## config.mk

```make
export PLATFORM = sky130hd
export DESIGN_NAME = hmmm_serial_loader
export DESIGN_NICKNAME = d
export VERILOG_FILES = /design/src/rtl/hmmm_serial_loader.sv
export SDC_FILE = /design/constraint.sdc
export NUM_CORES = 1
export LEC_CHECK = 0
export CORE_ASPECT_RATIO = 1.2
export CORE_MARGIN = 1.5
export CORE_UTILIZATION = 50
export DETAILED_ROUTE_END_ITERATION = 12
export HOLD_SLACK_MARGIN = 0.02
export PLACE_DENSITY = 0.72
export SYNTH_ARGS = -nofsm -noshare
export SYNTH_HDL_FRONTEND = slang
export SYNTH_SLANG_ARGS = --single-unit
export TNS_END_PERCENT = 30
```

## constraint.sdc

```tcl
create_clock -name clk -period 2.3 [get_ports clk]
set_clock_uncertainty 0.1 [all_clocks]
set_input_delay 0.46 -clock clk [delete_from_list [all_inputs] [get_ports clk]]
set_output_delay 0.46 -clock clk [all_outputs]
set_load 0.03 [all_outputs]
```

## src/rtl/hmmm_serial_loader.sv

```systemverilog
`timescale 1ns/1ps
// hmmm_serial_loader
// Receives framed program images over three asynchronous GPIO pins and writes
// each received word into Hmmm instruction memory through a ready/valid port.
//
// Frame layout, shifted MSB-first on rising pgrm_clk while pgrm_sel is high:
//   ADDR_W bits start address, COUNT_W bits word count L,
//   L x DATA_W bits data words, DATA_W bits XOR checksum of the data words.
//
// Ports:
//   clk, rst            system clock, synchronous active-high reset
//   pgrm_clk/sel/data   asynchronous serial pins (shift clock, frame select, data)
//   mem_we/mem_ready    write valid / ready handshake
//   mem_addr/mem_wdata  write address / data, held stable while mem_we && !mem_ready
//   loading             frame in progress, core held
//   done/err/err_code   sticky frame result (01 checksum, 10 abort, 11 overrun)
//   word_count          words accepted by memory in the current or last frame
module hmmm_serial_loader #(
    parameter int ADDR_W      = 8,
    parameter int DATA_W      = 16,
    parameter int COUNT_W     = 8,
    parameter int SYNC_STAGES = 2
) (
    input  logic               clk,
    input  logic               rst,
    input  logic               pgrm_clk,
    input  logic               pgrm_sel,
    input  logic               pgrm_data,
    output logic               mem_we,
    input  logic               mem_ready,
    output logic [ADDR_W-1:0]  mem_addr,
    output logic [DATA_W-1:0]  mem_wdata,
    output logic               loading,
    output logic               done,
    output logic               err,
    output logic [1:0]         err_code,
    output logic [COUNT_W-1:0] word_count
);

    // Shift register is sized for the widest field of the frame.
    localparam int SHIFT_W = (DATA_W >= ADDR_W) ?
                             ((DATA_W >= COUNT_W) ? DATA_W : COUNT_W) :
                             ((ADDR_W >= COUNT_W) ? ADDR_W : COUNT_W);
    localparam int BC_W = $clog2(SHIFT_W + 1);

    localparam logic [BC_W-1:0] ADDR_LAST = BC_W'(ADDR_W - 1);
    localparam logic [BC_W-1:0] LEN_LAST  = BC_W'(COUNT_W - 1);
    localparam logic [BC_W-1:0] DATA_LAST = BC_W'(DATA_W - 1);

    typedef enum logic [2:0] {
        IDLE = 3'd0,
        ADDR = 3'd1,
        LEN  = 3'd2,
        DATA = 3'd3,
        CSUM = 3'd4,
        DONE = 3'd5,
        ERR  = 3'd6
    } state_t;

    // ------------------------------------------------------------------
    // Pin synchronizers: index 0 = pgrm_clk, 1 = pgrm_sel, 2 = pgrm_data
    // ------------------------------------------------------------------
    logic [2:0]             pin_raw;
    logic [2:0]             pin_s;
    logic [SYNC_STAGES-1:0] sync_reg [3];

    assign pin_raw = {pgrm_data, pgrm_sel, pgrm_clk};

    generate
        for (genvar gi = 0; gi < 3; gi++) begin : g_sync
            always_ff @(posedge clk) begin
                if (rst) begin
                    sync_reg[gi] <= '0;
                end else begin
                    sync_reg[gi] <= {sync_reg[gi][SYNC_STAGES-2:0], pin_raw[gi]};
                end
            end
            assign pin_s[gi] = sync_reg[gi][SYNC_STAGES-1];
        end
    endgenerate

    logic sclk_prev_reg;
    logic sel_prev_reg;
    logic clk_rise;
    logic sel_rise;
    logic sel_fall;
    logic data_s;

    assign clk_rise = pin_s[0] & ~sclk_prev_reg;
    assign sel_rise = pin_s[1] & ~sel_prev_reg;
    assign sel_fall = ~pin_s[1] & sel_prev_reg;
    assign data_s   = pin_s[2];

    // ------------------------------------------------------------------
    // State and datapath registers
    // ------------------------------------------------------------------
    state_t               state_reg,      state_next;
    logic [SHIFT_W-2:0]   shift_reg,      shift_next;
    logic [BC_W-1:0]      bit_cnt_reg,    bit_cnt_next;
    logic [COUNT_W-1:0]   len_reg,        len_next;
    logic [COUNT_W-1:0]   rcvd_reg,       rcvd_next;
    logic [DATA_W-1:0]    csum_reg,       csum_next;
    logic [ADDR_W-1:0]    wr_addr_reg,    wr_addr_next;
    logic [DATA_W-1:0]    wdata_reg,      wdata_next;
    logic                 we_reg,         we_next;
    logic [COUNT_W-1:0]   word_count_reg, word_count_next;
    logic                 done_reg,       done_next;
    logic                 err_reg,        err_next;
    logic [1:0]           err_code_reg,   err_code_next;
    logic                 loading_reg,    loading_next;

    logic [SHIFT_W-1:0]   word_full;
    logic [COUNT_W-1:0]   rcvd_inc;
    logic                 accept;

    // Field value including the bit arriving this cycle.
    assign word_full = {shift_reg, data_s};
    assign rcvd_inc  = rcvd_reg + COUNT_W'(1);
    assign accept    = we_reg & mem_ready;

    always_ff @(posedge clk) begin
        if (rst) begin
            sclk_prev_reg  <= 1'b0;
            sel_prev_reg   <= 1'b0;
            state_reg      <= IDLE;
            shift_reg      <= '0;
            bit_cnt_reg    <= '0;
            len_reg        <= '0;
            rcvd_reg       <= '0;
            csum_reg       <= '0;
            wr_addr_reg    <= '0;
            wdata_reg      <= '0;
            we_reg         <= 1'b0;
            word_count_reg <= '0;
            done_reg       <= 1'b0;
            err_reg        <= 1'b0;
            err_code_reg   <= 2'b00;
            loading_reg    <= 1'b0;
        end else begin
            sclk_prev_reg  <= pin_s[0];
            sel_prev_reg   <= pin_s[1];
            state_reg      <= state_next;
            shift_reg      <= shift_next;
            bit_cnt_reg    <= bit_cnt_next;
            len_reg        <= len_next;
            rcvd_reg       <= rcvd_next;
            csum_reg       <= csum_next;
            wr_addr_reg    <= wr_addr_next;
            wdata_reg      <= wdata_next;
            we_reg         <= we_next;
            word_count_reg <= word_count_next;
            done_reg       <= done_next;
            err_reg        <= err_next;
            err_code_reg   <= err_code_next;
            loading_reg    <= loading_next;
        end
    end

    always_comb begin
        state_next      = state_reg;
        shift_next      = shift_reg;
        bit_cnt_next    = bit_cnt_reg;
        len_next        = len_reg;
        rcvd_next       = rcvd_reg;
        csum_next       = csum_reg;
        wr_addr_next    = wr_addr_reg;
        wdata_next      = wdata_reg;
        we_next         = we_reg;
        word_count_next = word_count_reg;
        done_next       = done_reg;
        err_next        = err_reg;
        err_code_next   = err_code_reg;
        loading_next    = loading_reg;

        // Memory handshake: the output register is the single holding slot.
        if (accept) begin
            we_next         = 1'b0;
            wr_addr_next    = wr_addr_reg + ADDR_W'(1);
            word_count_next = word_count_reg + COUNT_W'(1);
        end

        // Release the core once the frame has ended and nothing is in flight.
        if ((state_reg == DONE || state_reg == ERR) && !we_reg) begin
            loading_next = 1'b0;
        end

        if (sel_rise) begin
            state_next      = ADDR;
            bit_cnt_next    = '0;
            rcvd_next       = '0;
            csum_next       = '0;
            word_count_next = '0;
            done_next       = 1'b0;
            err_next        = 1'b0;
            err_code_next   = 2'b00;
            loading_next    = 1'b1;
        end else if (sel_fall) begin
            // A falling select takes priority over a coincident clock edge.
            case (state_reg)
                ADDR, LEN, DATA, CSUM: begin
                    state_next    = ERR;
                    err_next      = 1'b1;
                    err_code_next = 2'b10;
                end
                DONE, ERR: state_next = IDLE;
                default: ;
            endcase
        end else if (clk_rise) begin
            case (state_reg)
                ADDR: begin
                    shift_next   = word_full[SHIFT_W-2:0];
                    bit_cnt_next = bit_cnt_reg + BC_W'(1);
                    if (bit_cnt_reg == ADDR_LAST) begin
                        bit_cnt_next = '0;
                        wr_addr_next = word_full[ADDR_W-1:0];
                        state_next   = LEN;
                    end
                end
                LEN: begin
                    shift_next   = word_full[SHIFT_W-2:0];
                    bit_cnt_next = bit_cnt_reg + BC_W'(1);
                    if (bit_cnt_reg == LEN_LAST) begin
                        bit_cnt_next = '0;
                        len_next     = word_full[COUNT_W-1:0];
                        state_next   = (word_full[COUNT_W-1:0] == '0) ? CSUM : DATA;
                    end
                end
                DATA: begin
                    shift_next   = word_full[SHIFT_W-2:0];
                    bit_cnt_next = bit_cnt_reg + BC_W'(1);
                    if (bit_cnt_reg == DATA_LAST) begin
                        bit_cnt_next = '0;
                        if (we_reg && !mem_ready) begin
                            // Slot still occupied: keep the pending write, drop this word.
                            state_next    = ERR;
                            err_next      = 1'b1;
                            err_code_next = 2'b11;
                        end else begin
                            we_next    = 1'b1;
                            wdata_next = word_full[DATA_W-1:0];
                            csum_next  = csum_reg ^ word_full[DATA_W-1:0];
                            rcvd_next  = rcvd_inc;
                            if (rcvd_inc == len_reg) begin
                                state_next = CSUM;
                            end
                        end
                    end
                end
                CSUM: begin
                    shift_next   = word_full[SHIFT_W-2:0];
                    bit_cnt_next = bit_cnt_reg + BC_W'(1);
                    if (bit_cnt_reg == DATA_LAST) begin
                        bit_cnt_next = '0;
                        if (word_full[DATA_W-1:0] == csum_reg) begin
                            state_next = DONE;
                            done_next  = 1'b1;
                        end else begin
                            state_next    = ERR;
                            err_next      = 1'b1;
                            err_code_next = 2'b01;
                        end
                    end
                end
                default: ;
            endcase
        end
    end

    assign mem_we     = we_reg;
    assign mem_addr   = wr_addr_reg;
    assign mem_wdata  = wdata_reg;
    assign loading    = loading_reg;
    assign done       = done_reg;
    assign err        = err_reg;
    assign err_code   = err_code_reg;
    assign word_count = word_count_reg;

endmodule

```

# Word-level counts from Yosys, hierarchy flattened
# Memory sizes are Yosys's and may differ from the RTL's.
# Index checks and enable logic that the tools add are counted.
[classes]
n_bitwise = 14
shift = 0
mul = 0
eq_ne = 25
reduce_logical = 27
n_lt_le_gt_ge = 0
n_mux = 53
add_sub_neg = 4
div = 0
[op_table]
columns = ["cell", "n"]
rows = [
  ["two-way mux 8 bit", 6],
  ["two-way mux 3 bit", 9],
  ["adder 8 x 1 -> 8 bit (second input constant)", 3],
  ["two-way mux 2 bit", 11],
  ["two-way mux 1 bit", 20],
  ["!= test 4 bit (second input constant)", 5],
  ["!= test 3 bit (second input constant)", 6],
  ["equality test 16 bit", 1],
  ["AND reduction 8 bit", 2],
  ["bitwise XOR 16 bit", 1],
  ["AND reduction 5 bit", 3],
  ["one-hot mux 3 bit (4 select lines)", 1],
  ["two-way mux 5 bit", 2],
  ["one-hot mux 5 bit (2 select lines)", 1],
  ["equality test 3 bit (second input constant)", 3],
  ["equality test 8 bit", 1],
  ["zero test 8 bit", 1],
  ["OR reduction 2 bit", 4],
  ["AND reduction 7 bit", 1],
  ["equality test 3 x 2 -> 1 bit (second input constant)", 2],
  ["NOT 1 bit", 6],
  ["one-hot mux 3 bit (2 select lines)", 1],
  ["AND reduction 6 bit", 1],
  ["nonzero test 2 bit", 3],
  ["21 further kinds", 29],
]
[totals]
rom_bits = 0
n_memories = 1
output_inout_bits = 38
register_bits = 95
wordCells = 141
ram_bits = 6
inputBits = 6
latchBits = 0
[memory_table]
columns = ["name", "words", "width", "read_ports", "rd_clocked_by_memory_dff", "write_ports", "line_no", "rtl"]
rows = [
  ["sync_reg", 3, 2, 3, 0, 3, "65", "logic [SYNC_STAGES-1:0] sync_reg [3];"],
]

# Depth between registers and ports, before layout
# Gate-level depths: netlist (run 1).
[logic_depth]
word_depth = 9
depth_mapped = 11
mapped_depth_nobuf = 9

# Worst setup path before layout (run 1)
# OpenSTA, ideal clock, no wires.
[synth_timing]
path_kind = "flip-flop to flip-flop"
start = "register bit_cnt_reg[0]"
end = "register wdata_reg[12] (netlist: mem_wdata[12])"
path_stages_with_launch = 12
arrival_ps = 1981
required_time_ps = 2129
setup_ps = 71
path_buffers = 2
period_less_slack_ps = 2152
path_slack_ps = 148
cell_sequence = "dfxtp_1 ha_1 nand3_1 inv_1 ha_1 and2_1 and2_1 buf_2 nand2_1 clkbuf_1 nand2_1 a21oi_1"
[synth_between]
elab_chain_len = 2
[synth_rtl]
columns = ["element", "line_no", "rtl"]
rows = [
  ["start: declaration", "99", "logic [BC_W-1:0] bit_cnt_reg, bit_cnt_next;"],
  ["start signal: assignment", "144", "bit_cnt_reg <= bit_cnt_next;"],
  ["equality test 5 x 4 -> 1 bit", "231", "if (bit_cnt_reg == DATA_LAST) begin"],
  ["AND reduction 6 bit (no source line)", "n/a", ""],
  ["end signal: assignment", "149", "wdata_reg <= wdata_next;"],
  ["end: declaration", "104", "logic [DATA_W-1:0] wdata_reg, wdata_next;"],
]
# Every way passes these cells.
# A chain may end at the register's enable or synchronous reset.

# Worst setup path after layout (run 1)
[layout_timing]
start = "register rcvd_reg[3]"
end = "register state_reg[2]"
[layout_between]
elab_chain_len = 4
[layout_rtl]
columns = ["element", "line_no", "rtl"]
rows = [
  ["start: declaration", "101", "logic [COUNT_W-1:0] rcvd_reg, rcvd_next;"],
  ["start signal: assignment", "146", "rcvd_reg <= rcvd_next;"],
  ["adder 8 x 1 -> 8 bit", "118", "assign rcvd_inc = rcvd_reg + COUNT_W'(1);"],
  ["equality test 8 bit", "243", "if (rcvd_inc == len_reg) begin"],
  ["!= test 4 bit (no source line)", "n/a", ""],
  ["AND reduction 8 bit (no source line)", "n/a", ""],
  ["end signal: assignment", "142", "state_reg <= state_next;"],
  ["end: declaration", "97", "state_t state_reg, state_next;"],
]
# Every way passes these cells.

==> results.toml, run 1 <==
[logic_synthesis]
syn_avg_cell_area_um2 = 8.737
ys_ff_latch = 101
synth_sequential_area_ratio_pct = 43.09
syn-num-nets = 551
yosysWarnings = 0
synthTopCellsByArea = "dfxtp_1, xor2_1, mux2i_1"
yosysTopAreaCellShare_pct = 43.09
synth-edff-count = 0
synthFlopType = "dfxtp_1"
yosysUniqueCellTypes = 56
synth_top_cell_by_area = "dfxtp_1"
async_flop_share_pct = 0
syn_inst = 537
syn_area_um2 = 4692

[clocking]
cts_buffer_depth = 2
cts_tree = "yes"
insertion_delay_ps = 380
cts_hold_buf = 0
h-tree-depth = 3
root_buffer = "clkbuf_8"
numCtsBuffers = 9
path_clk_slew_ps = 110
cts_sinks = 101

[sta]
tightest_slew_ps = 753.1
report.final.slew_viol_count = 0
fin_hold_ws_ps = 223.1
setup_tns_ps = 0
finalCriticalPeriod_ps = 2176
rsz0062_at_grt = "no"
timing.final.crit_share_pct = 94.62
hold_viol = 0
setup_viol = 0
timing.fmax_ghz = 0.4595
slew_headroom_pct = 49.79
fin_ws_ps = 123.8

[finish]
regArea_um2 = 2023
fillers = 792
multi_input_area_um2 = 2470
num_antenna_cells = 0
drive_gt1_share_pct = 10.14
nNetsFinal = 591
area_growth_pct = 16.96

[pwr]
switching_share_pct = 24.28
p_leak_uw = 0.002303
seqPwrFrac_pct = 59.8
ir_worst_vdd_mv = 0.3743
comb_power_share_pct = 3.1
clkPwrFrac_pct = 37.1
p_int_uw = 2229
pwr_density_cell_nw_per_um2 = 536.4
power_switching_uw = 714.8

[global_routing]
grt_pass1_vias = 3717
antenna_found_initial = 0
grt_overflow = 0
grtUsageTotal_pct = 22.03
grt_max_degree = 56
grt_pass1_wl_um = 17390

[die]
die_h_um = 109.1
start_util_pct = 51.67
num_rows = 38
coreArea_um2 = 9081
ios = 44
die_area_um2 = 9976
die_w_um = 91.43

[critical_path]
crit_type = "flop to flop"
setup.worst_path.end_class = "flop"
crit_arrival_ps = 2410
path_max_fanout = 8
critPathLaunchType = "flop"
crit_required_ps = 2540
crit_path_cell_trace = "nand2_4 -> or3_1 -> a21oi_1 -> o211ai_2 -> a2111oi_2 -> o311a_1"
slowest_delay_ps = 550
cp_slowest_cell = "dfxtp_1"

[place]
globalplace.congestion = 0.8617
place_ws_ps = 20.73
dp_hpwl_um = 7301
io_buffers = 43

[outcome]
outcome = "finished, final reports clean"

[routing]
first_pass_iters = 4
ant_nets = 0
dr_total_vias = 3760
routed_via_density = 5.356
avgRoutedWirePerCell_um = 14.70
drc = 0
drt_iter0_markers = 184
wirelength_um = 10320

[min_path]
hold_path.class = "input port to flop"

[job]
drv_cap = 0
[repair_timing]
item / CTS / global route
setup endpoints to repair: 0 / 34
setup buffers: 0 / 0
hold endpoints to repair: 0 / 0
gates resized for setup: 0 / 5
[layer usage]
layer	GRT usage (%)	share of wire, %
met1	25.60	42
met2	40.09	51
met3	3.905	4.0
met5	0	0
met4	8.817	2.1
[worst max-delay path: cells and delay by family (launching register included)]
kind	cells	cell delay (ps)
and+or+nand+nor	2	490
DFF	1	550
AOI/OAI and AO/OA	4	1010
[cells in the mapped netlist (all sizes together) (2+ instances only)]
master   count
nand3       13
nor3         3
nor3b        3
o21a         2
ha           8
nand4       12
a31o         2
clkbuf      21
buf         17
nor4         6
o211ai       5
mux2i       29
xnor2       13
a211oi       9
and2         4
nand2       70
xor2        50
a31oi        2
and3         2
and4bb       2
or3          4
nor2        77
a2111oi      2
nor2b       10
a21oi       28
nor4b        2
inv          9
dfxtp      101
o21ai       14
[area by class of cell]
cell class / instances / area share (%)
multi-input cells: 389 / 45.01
flip-flops and latches: 101 / 36.87
repair buffers: 67 / 11.33
well taps: 120 / 2.736
clock buffers: 10 / 2.508
clock inverters: 6 / 0.9348
inverters: 9 / 0.6156
[path summary, 6_finish.rpt]
| kind | start | end | slack [ps] | depth (start not counted) |
|---|---|---|---|---|
| worst min register to register | sync_reg[2][0]$_SDFF_PP0_ | sync_reg[2][1]$_SDFF_PP0_ | 340 | 1 |
| worst max register to register | rcvd_reg[3]$_SDFFE_PP0P_ | state_reg[2]$_SDFFE_PP0P_ | 120 | 6 |
| worst max-delay path | rcvd_reg[3]$_SDFFE_PP0P_ | state_reg[2]$_SDFFE_PP0P_ | 120 | 6 |
| worst min-delay path | rst | sel_prev_reg$_SDFF_PP0_ | 220 | 2 |
[cells by family (layout without fill, tap and decap cells)]
logic type      count (synthesis)  after routing  synth area share, %
compound gates                 73             73                10.11
xor+xnor                       63             63                11.76
fa+ha+maj                       8              8                2.133
buf+inv                        47             92                4.400
flops                         101            101                43.09
mux                            29             29                6.187
simple gates                  216            216                22.32
[power by group through the flow]
stage | registers [uW] | clock network, uW | logic [uW]
after detailed placement | 1800 | 0 | 91.2
after floorplan | 1800 | 0 | 58.7
after global placement | 1800 | 0 | 90.2
after global routing | 1760 | 1200 | 100
after CTS | 1760 | 1130 | 91.6
final | 1760 | 1090 | 91.2
[stage by stage]
step	utilization, %	area, um2	std cells	total power (uW)
after floorplan	-	4692	537	1859
after global placement	58.23	5288	686	1890
after detailed placement	58.23	5288	686	1892
after CTS	60.31	5477	702	2979
after global routing	60.43	5488	702	3059
final	60.43	5488	702	2944
[cells in the final DEF, fill, tap and decap left out, drive strengths merged, types with 2 or more instances in the layout]
cell type        n
and2             4
a211oi           9
clkdlybuf4s50   42
nor2            77
a31o             2
xor2            50
or3              4
dfxtp          101
nand2           70
inv             13
ha               8
o21ai           14
o211ai           5
mux2i           29
xnor2           13
nand4           12
a21oi           28
buf             25
a31oi            2
a2111oi          2
nor4             6
nor3             3
and3             2
clkinv           2
nor2b           10
nor4b            2
nand3           13
o21a             2
nor3b            3
and4bb           2
clkbuf          10
(Power assumes the default switching activity.)
==> inputs of run 2 (changes only) <==
--- a/config.mk
+++ b/config.mk
@@ -10,7 +10,7 @@
 export CORE_UTILIZATION = 50
 export DETAILED_ROUTE_END_ITERATION = 12
 export HOLD_SLACK_MARGIN = 0.02
-export PLACE_DENSITY = 0.72
+export PLACE_DENSITY = 0.75
 export SYNTH_ARGS = -nofsm -noshare
 export SYNTH_HDL_FRONTEND = slang
 export SYNTH_SLANG_ARGS = --single-unit
==> constraint.sdc (replaced) <==
create_clock -name clk -period 1.99 [get_ports clk]
set_clock_uncertainty 0.1 [all_clocks]
set_input_delay 0.398 -clock clk [delete_from_list [all_inputs] [get_ports clk]]
set_output_delay 0.398 -clock clk [all_outputs]
set_load 0.1 [all_outputs]
==> results.toml, run 2 (synthesis gave the netlist of run 1 again) <==
[outcome]
outcome = "finished with violations"
violations = "setup timing"

[finish]
num_antenna_cells = 0
fillers = 667
layout_commonest_cell = "dfxtp_1"
final_cell_mix = "dfxtp_1, nor2_1, nand2_1, buf_4, xor2_1"
fin_cells = 738
drive_gt1_share_pct = 24.43
area_growth_pct = 32.45
nNetsFinal = 627

[critical_path]
path_max_fanout = 2
crit_arrival_ps = 2240
crit_required_ps = 2200
r2r-start = "rcvd_reg[1]$_SDFFE_PP0P_"
setup.worst_path.end_class = "flop"
crit_type = "flop to flop"
rr_worst_depth = 7
crit_start = "rcvd_reg[1]$_SDFFE_PP0P_"
critPathLaunchType = "flop"

[sta]
tightest_slew_ps = 565.6
timing.final.crit_share_pct = 101.9
setup_viol = 3
rsz0062_at_grt = "yes"
slew_headroom_pct = 62.30
hold_viol = 0
finalCriticalPeriod_ps = 2028
timing.fmax_ghz = 0.4932
report.final.slew_viol_count = 0
fin_ws_ps = -37.71

[global_routing]
grt_overflow = 0
grtUsageTotal_pct = 24.18
grt_pass1_wl_um = 19430
grt_pass1_vias = 4147
grt_max_degree = 56
antenna_found_initial = 0

[clocking]
numCtsBuffers = 9
root_buffer = "clkbuf_8"
insertion_delay_ps = 370
cts_buffer_depth = 2
cts_sinks = 101
path_clk_slew_ps = 110
cts_hold_buf = 0
cts_tree = "yes"
h-tree-depth = 3

[pwr]
clkPwrFrac_pct = 37.1
p_int_uw = 2556
ir_worst_vdd_mv = 0.5308
switching_share_pct = 25.44
pwr_density_cell_nw_per_um2 = 551.5
p_total_uw = 3428
power_switching_uw = 872.0
comb_power_share_pct = 3.6
seqPwrFrac_pct = 59.3
p_leak_uw = 0.002677

[place]
io_buffers = 43
globalplace.congestion = 0.8486
dp_cells = 720
dp_hpwl_um = 8382

[routing]
first_pass_iters = 5
drt_iter0_markers = 192
dr_total_vias = 3979
ant_nets = 0
drc = 0
avgRoutedWirePerCell_um = 15.40
wirelength_um = 11360
routed_via_density = 5.392

[die]
num_rows = 38
coreArea_um2 = 9081
die_w_um = 91.43
ios = 44
die_area_um2 = 9976
die_h_um = 109.1
start_util_pct = 51.67

[min_path]
hold_path_depth = 2
holdCritStartpoint = "rst"
hold_path.class = "input port to flop"

[job]
drv_cap = 0
-- run 2: power groups by stage --
stage | logic (uW) | clock network (uW) | registers, uW
floorplan | 69.0 | 0 | 2090
global placement | 117 | 0 | 2080
detailed placement | 119 | 0 | 2080
CTS | 119 | 1290 | 2030
global route | 133 | 1360 | 2040
finish | 122 | 1270 | 2030
-- run 2: repair_timing --
| item | 4_1_cts | 5_1_grt |
|---|---|---|
| pin swaps | 8 | 1 |
| cloned | 0 | 0 |
| endpoints found under the setup margin | 21 | 56 |
| resized for setup | 9 | 12 |
| setup buffers | 2 | 0 |
-- run 2: critical path, cell delays in order, from the launching register on --
cell and delay [ps]:
dfxtp_2 350, ha_4 250, xnor2_2 180, o211ai_1 180, nor4b_4 290, o211ai_2 130
a2111oi_2 320, o311a_1 180
-- run 2: cell type report --
class | count | area, um2 | area share [%]
multi-input cells | 389 | 2521 | 40.57
inverters | 9 | 33.78 | 0.5436
clock inverters | 7 | 67.56 | 1.087
well taps | 120 | 150.1 | 2.416
repair buffers | 103 | 1280 | 20.60
clock buffers | 9 | 123.9 | 1.993
flip-flops and latches | 101 | 2038 | 32.80
-- run 2: worst paths after layout --
kind | slack [ps] | endpoint
setup / recovery | -40 | state_reg[2]$_SDFFE_PP0P_
hold / removal | 180 | sclk_prev_reg$_SDFF_PP0_
setup reg to reg | -40 | state_reg[2]$_SDFFE_PP0P_
hold reg to reg | 360 | sync_reg[1][1]$_SDFF_PP0_
-- run 2: metrics by stage --
step	hold slack, ps	setup TNS, ps	area (um2)	util [%]	worst slack, ps
after floorplan	313.8	-349.2	4728	-	-93.45
after global placement	336.3	-3113	5944	65.46	-116.2
after detailed placement	350.0	-5323	5944	65.46	-199.8
after CTS	160.1	-16.00	6182	68.08	-13.92
after global routing	191.2	-760.4	6215	68.43	-177.7
final	177.0	-67.88	6215	68.43	-37.71
-- run 2: metal layers --
metal | part of all wire (%) | GRT usage [%] | vias to the layer above
li1 | - | - | 1951
met4 | 1.7 | 8.594 | 0
met1 | 40 | 26.89 | 1916
met5 | 0 | 0 | -
met3 | 3.3 | 2.580 | 19
met2 | 55 | 47.28 | 93
==> inputs of run 3 (changes only) <==
--- a/config.mk
+++ b/config.mk
@@ -8,6 +8,7 @@
 export CORE_ASPECT_RATIO = 1.2
 export CORE_MARGIN = 1.5
 export CORE_UTILIZATION = 50
+export CTS_CLUSTER_DIAMETER = 30
 export DETAILED_ROUTE_END_ITERATION = 12
 export HOLD_SLACK_MARGIN = 0.02
 export PLACE_DENSITY = 0.75
==> results of run 3 <==
The final DEF is identical to that of run 2; final timing and power are the same.
==> RTL edit 1 (config.mk and constraints of run 1) <==
The parameter `DATA_W` goes from 16 to 32.
--- a/src/rtl/hmmm_serial_loader.sv
+++ b/src/rtl/hmmm_serial_loader.sv
@@ -17,7 +17,7 @@
 //   word_count          words accepted by memory in the current or last frame
 module hmmm_serial_loader #(
     parameter int ADDR_W      = 8,
-    parameter int DATA_W      = 16,
+    parameter int DATA_W      = 32,
     parameter int COUNT_W     = 8,
     parameter int SYNC_STAGES = 2
 ) (
Ports: changed (resized mem_wdata); port bits go from 44 to 60. The function was not compared with the original's and may differ.
==> RTL edit 1 against run 1 <==
Synthesized area is 39% higher; via count is 49% higher; worst setup slack worse by 0.028 ns; die area is 38% higher; sequential cell count is 49 higher; cell area is 44% higher; worst hold slack better by 0.0055 ns; synthesized cell count is 48% higher; wire length is 53% higher; sequential power is 48% higher; combinational power is 29% higher; total power is 75% higher; count of clock-buffer cells in the layout is 11 higher.
==> RTL edit 1: results (changes against run 1) <==
[outcome]
status = finished clean

[yosys]
synth.area.top_cells = dfxtp_1 46%, xor2_1 11%, nand2_1 11%
ys_seq_area_frac = 0.460  ; +0.0295
yosysUniqueCellTypes = 50  ; -11%
yosys-top-cells-count = 183 x nand2_1, 150 x dfxtp_1, 80 x nor2_1, 80 x xor2_1, 77 x a21oi_1
syn_avg_cell_area_um2 = 8.19  ; -6.2%

[clock_network]
insertion_delay_ns = 0.42  ; +0.04 ns
cts_buffers = 17  ; +8
htree_num_levels = 4  ; +1
clk_pin_slew_worst_paths_ns = 0.06  ; -0.05 ns

[final_layout]
nNetsFinal = 871  ; +47%
instances_no_fill = 1033  ; +47%
fill_cells = 1107  ; +40%

[global_routing]
grt_pass1_vias = 5373  ; +45%
grtUsageMet2 = 0.423  ; +0.0218
track_usage = 0.241  ; +0.0208
use_met3 = 0.0488  ; +0.00975
grt_pass1_wl_mm = 26.0  ; +50%

[place]
dp_hpwl_mm = 10.7  ; +46%
placed_cell_area_um2 = 7400  ; +40%
place_inst = 1003  ; +46%
port-buffer-count = 59  ; +37%

[detailed_routing]
wl_mm = 15.8  ; +53%
first_pass_iters = 5  ; +1

[power_and_ir_drop]
ir_worst_vdd_mv = 0.556  ; +49%
leakage_nw = 3.06  ; +33%

[timing]
worst_pin_slew_ns = 0.776  ; +0.0227 ns

==> RTL edit 1: cell count changes after synthesis, sizes merged, moves of 13 or more <==
cell,delta
nand2,+113
clkbuf,+13
dfxtp,+49
mux2i,-17
a21oi,+50
xor2,+30
==> RTL edit 1: metal layers <==
metal | vias to the layer above | wire [um] | share of wire
met2 | 163 | 8000 | 0.51
met1 | 2652 | 6590 | 0.42
met4 | 0 | 469 | 0.030
met3 | 42 | 718 | 0.046
met5 | - | 0 | 0
li1 | 2750 | - | -
==> RTL edit 1: area by class of cell <==
cell class	instances	area [um^2]	area share
clock buffer	21	450	0.0568
tap	164	205	0.0259
inverter	8	30.0	0.00379
sequential	150	3000	0.379
timing repair buffer	97	908	0.115
multi-input combinational	585	3270	0.413
clock inverter	8	55.1	0.00694
==> RTL edit 1: worst paths after layout <==
path / cells after the start / slack [ns] / startpoint / endpoint
setup / recovery: 6 / 0.1 / state_reg[0]$_SDFFE_PP0P_ / state_reg[1]$_SDFFE_PP0P_
hold / removal: 2 / 0.23 / rst / loading$_SDFFE_PP0P_
setup reg to reg: 6 / 0.1 / state_reg[0]$_SDFFE_PP0P_ / state_reg[1]$_SDFFE_PP0P_
hold reg to reg: 2 / 0.36 / mem_wdata[9]$_SDFFE_PP0P_ / mem_wdata[9]$_SDFFE_PP0P_
==> RTL edit 1: repair_timing <==
item,4_1_cts,5_1_grt
setup buffers,0,1
endpoints found under the setup margin,0,44
hold endpoints to repair,0,0
resized for setup,0,3
==> RTL edit 1: report_power, final <==
part / switching, mW / internal, mW
clock network: 1.04 / 1.38
logic: 0.0821 / 0.0355
registers: 0.00641 / 2.61
==> RTL edit 1: cell families (layout without fill, tap and decap cells) <==
group	Yosys count	in the layout	share of synthesized area
and+or+nand+nor	348	348	0.235
DFF	150	150	0.460
AOI/OAI and AO/OA	124	124	0.108
xor gates and xnor gates	94	94	0.126
buffers and inverters	61	134	0.0389
muxes	13	13	0.0201
adders and majority gates	6	6	0.0115
==> RTL edit 1: stage by stage <==
stage               hold WS, ns  setup WS [ns]
floorplan                 0.314          0.260
global placement          0.324         0.0521
detailed placement        0.330         0.0618
CTS                       0.208         0.0588
global route              0.227        -0.0607
finish                    0.229         0.0959
==> RTL edit 1: worst max-delay path, stage by stage, from the launching register on <==
cell,delay (ns)
dfxtp_1,0.45
or3b_1,0.53
o22ai_1,0.20
o21ai_1,0.13
a21oi_2,0.19
nand3_1,0.13
mux2_1,0.36
==> RTL edit 2 (settings of run 1) <==
Made on the original files. Encoding of `state_t`: now one-hot (7 bits for 7 states).
--- a/src/rtl/hmmm_serial_loader.sv
+++ b/src/rtl/hmmm_serial_loader.sv
@@ -47,14 +47,14 @@
     localparam logic [BC_W-1:0] LEN_LAST  = BC_W'(COUNT_W - 1);
     localparam logic [BC_W-1:0] DATA_LAST = BC_W'(DATA_W - 1);
 
-    typedef enum logic [2:0] {
-        IDLE = 3'd0,
-        ADDR = 3'd1,
-        LEN  = 3'd2,
-        DATA = 3'd3,
-        CSUM = 3'd4,
-        DONE = 3'd5,
-        ERR  = 3'd6
+    typedef enum logic [6:0] {
+        IDLE = 7'b0000001,
+        ADDR = 7'b0000010,
+        LEN  = 7'b0000100,
+        DATA = 7'b0001000,
+        CSUM = 7'b0010000,
+        DONE = 7'b0100000,
+        ERR  = 7'b1000000
     } state_t;
 
     // ------------------------------------------------------------------
Behaviour: same outputs for any inputs over 4 cycles, from zero or initial values and one cycle with rst high; so few cycles prove little.
==> RTL edit 2 against run 1 <==
Synthesized cell count rose by 5.4%; sequential cell count increased by 4; via count up 7.5%; cell area increased by 8.4%; wire length up 6.3%; worst hold slack improved by 0.090 ns; synthesized area is 1.5% higher; worst setup slack lost 0.11 ns; total power is 7.7% higher; critical endpoint is now state_reg[0]$_SDFFE_PP1P_; highest routed layer unchanged.
==> RTL edit 2: results (changes against run 1) <==
[global_routing]
track_usage = 0.230  ; +0.00921
use_met3 = 0.0533  ; +0.0142
grt_max_degree = 60  ; +7.1%
grt_pass1_wl_mm = 18.3  ; +5.1%

[power_and_ir_drop]
ir_worst_vdd_mv = 0.449  ; +20%
leakage_nw = 2.22  ; -3.7%

[final_layout]
drive_gt1_frac = 0.161  ; +0.0601
nNetsFinal = 647  ; +9.5%
instances_no_fill = 758  ; +8.0%

[detailed_routing]
drt_iter0_drc = 260  ; +41%
wl_met2_mm = 5.28  ; -0.53%
first_pass_iters = 7  ; +3
vias_per_cell = 5.33  ; -0.47%
wire_per_inst_um = 14.5  ; -1.5%

[yosys]
synth_nets = 580  ; +5.3%
yosysUniqueCellTypes = 57  ; +1.8%
ys_seq_area_frac = 0.441  ; +0.0102
yosys-top-cells-count = 105 x dfxtp_1, 105 x nand2_1, 70 x nor2_1
syn_avg_cell_area_um2 = 8.42  ; -3.7%

[outcome]
status = finished clean

[place]
dp_hpwl_mm = 7.69  ; +5.3%
placed_cell_area_um2 = 5600  ; +5.8%

[clock_network]
cts_resized = 3  ; +3

[timing]
max_slew_margin = 0.591  ; +0.0932

[setup_path]
cp.arrival_ns = 2.46  ; +0.05 ns
cp_max_fo = 4  ; -4

RTL edit 2: cell families (layout without fill, tap and decap cells):
group	after synthesis	in the layout	share of synthesized area
AO/OA/AOI/OAI	80	80	0.107
XOR/XNOR	65	65	0.119
adder cells (fa/ha/maj)	8	8	0.0210
buffers and inverters	40	112	0.0347
flip-flops	105	105	0.441
multiplexers	13	13	0.0273
AND/OR/NAND/NOR	255	255	0.249
RTL edit 2: power groups by stage:
stage | clock network, mW | logic, mW | registers, mW
after floorplan | 0 | 0.0580 | 1.87
after global placement | 0 | 0.0934 | 1.87
after detailed placement | 0 | 0.0932 | 1.87
after CTS | 1.27 | 0.0937 | 1.83
after global routing | 1.35 | 0.105 | 1.83
final | 1.25 | 0.0954 | 1.82
RTL edit 2: layout make-up:
cell class                      count  area (um^2)
Clock buffer                       10          138
Clock inverter                      6         83.8
Fill cell                         762         3180
Inverter                            9         33.8
Multi-Input combinational cell    421         2630
Sequential cell                   105         2120
Tap cell                          120          150
Timing Repair Buffer               87          797
RTL edit 2: critical path: stages, from the launching register on:
cell and delay (ns):
dfxtp_1 0.33, or3_4 0.42, or2_4 0.30, o32ai_2 0.31, o31ai_1 0.11, o21ba_2 0.28, nor4_1 0.05, a211o_1 0.28
RTL edit 2: final timing paths:
check        depth (start not counted)  slack (ns)                        end                 startpoint
max                                  7        0.02  state_reg[0]$_SDFFE_PP1P_  state_reg[6]$_SDFFE_PP0P_
min                                  3        0.31  state_reg[1]$_SDFFE_PP0P_                        rst
max reg2reg                          7        0.02  state_reg[0]$_SDFFE_PP1P_  state_reg[6]$_SDFFE_PP0P_
min reg2reg                          1        0.36  sync_reg[1][1]$_SDFF_PP0_  sync_reg[1][0]$_SDFF_PP0_
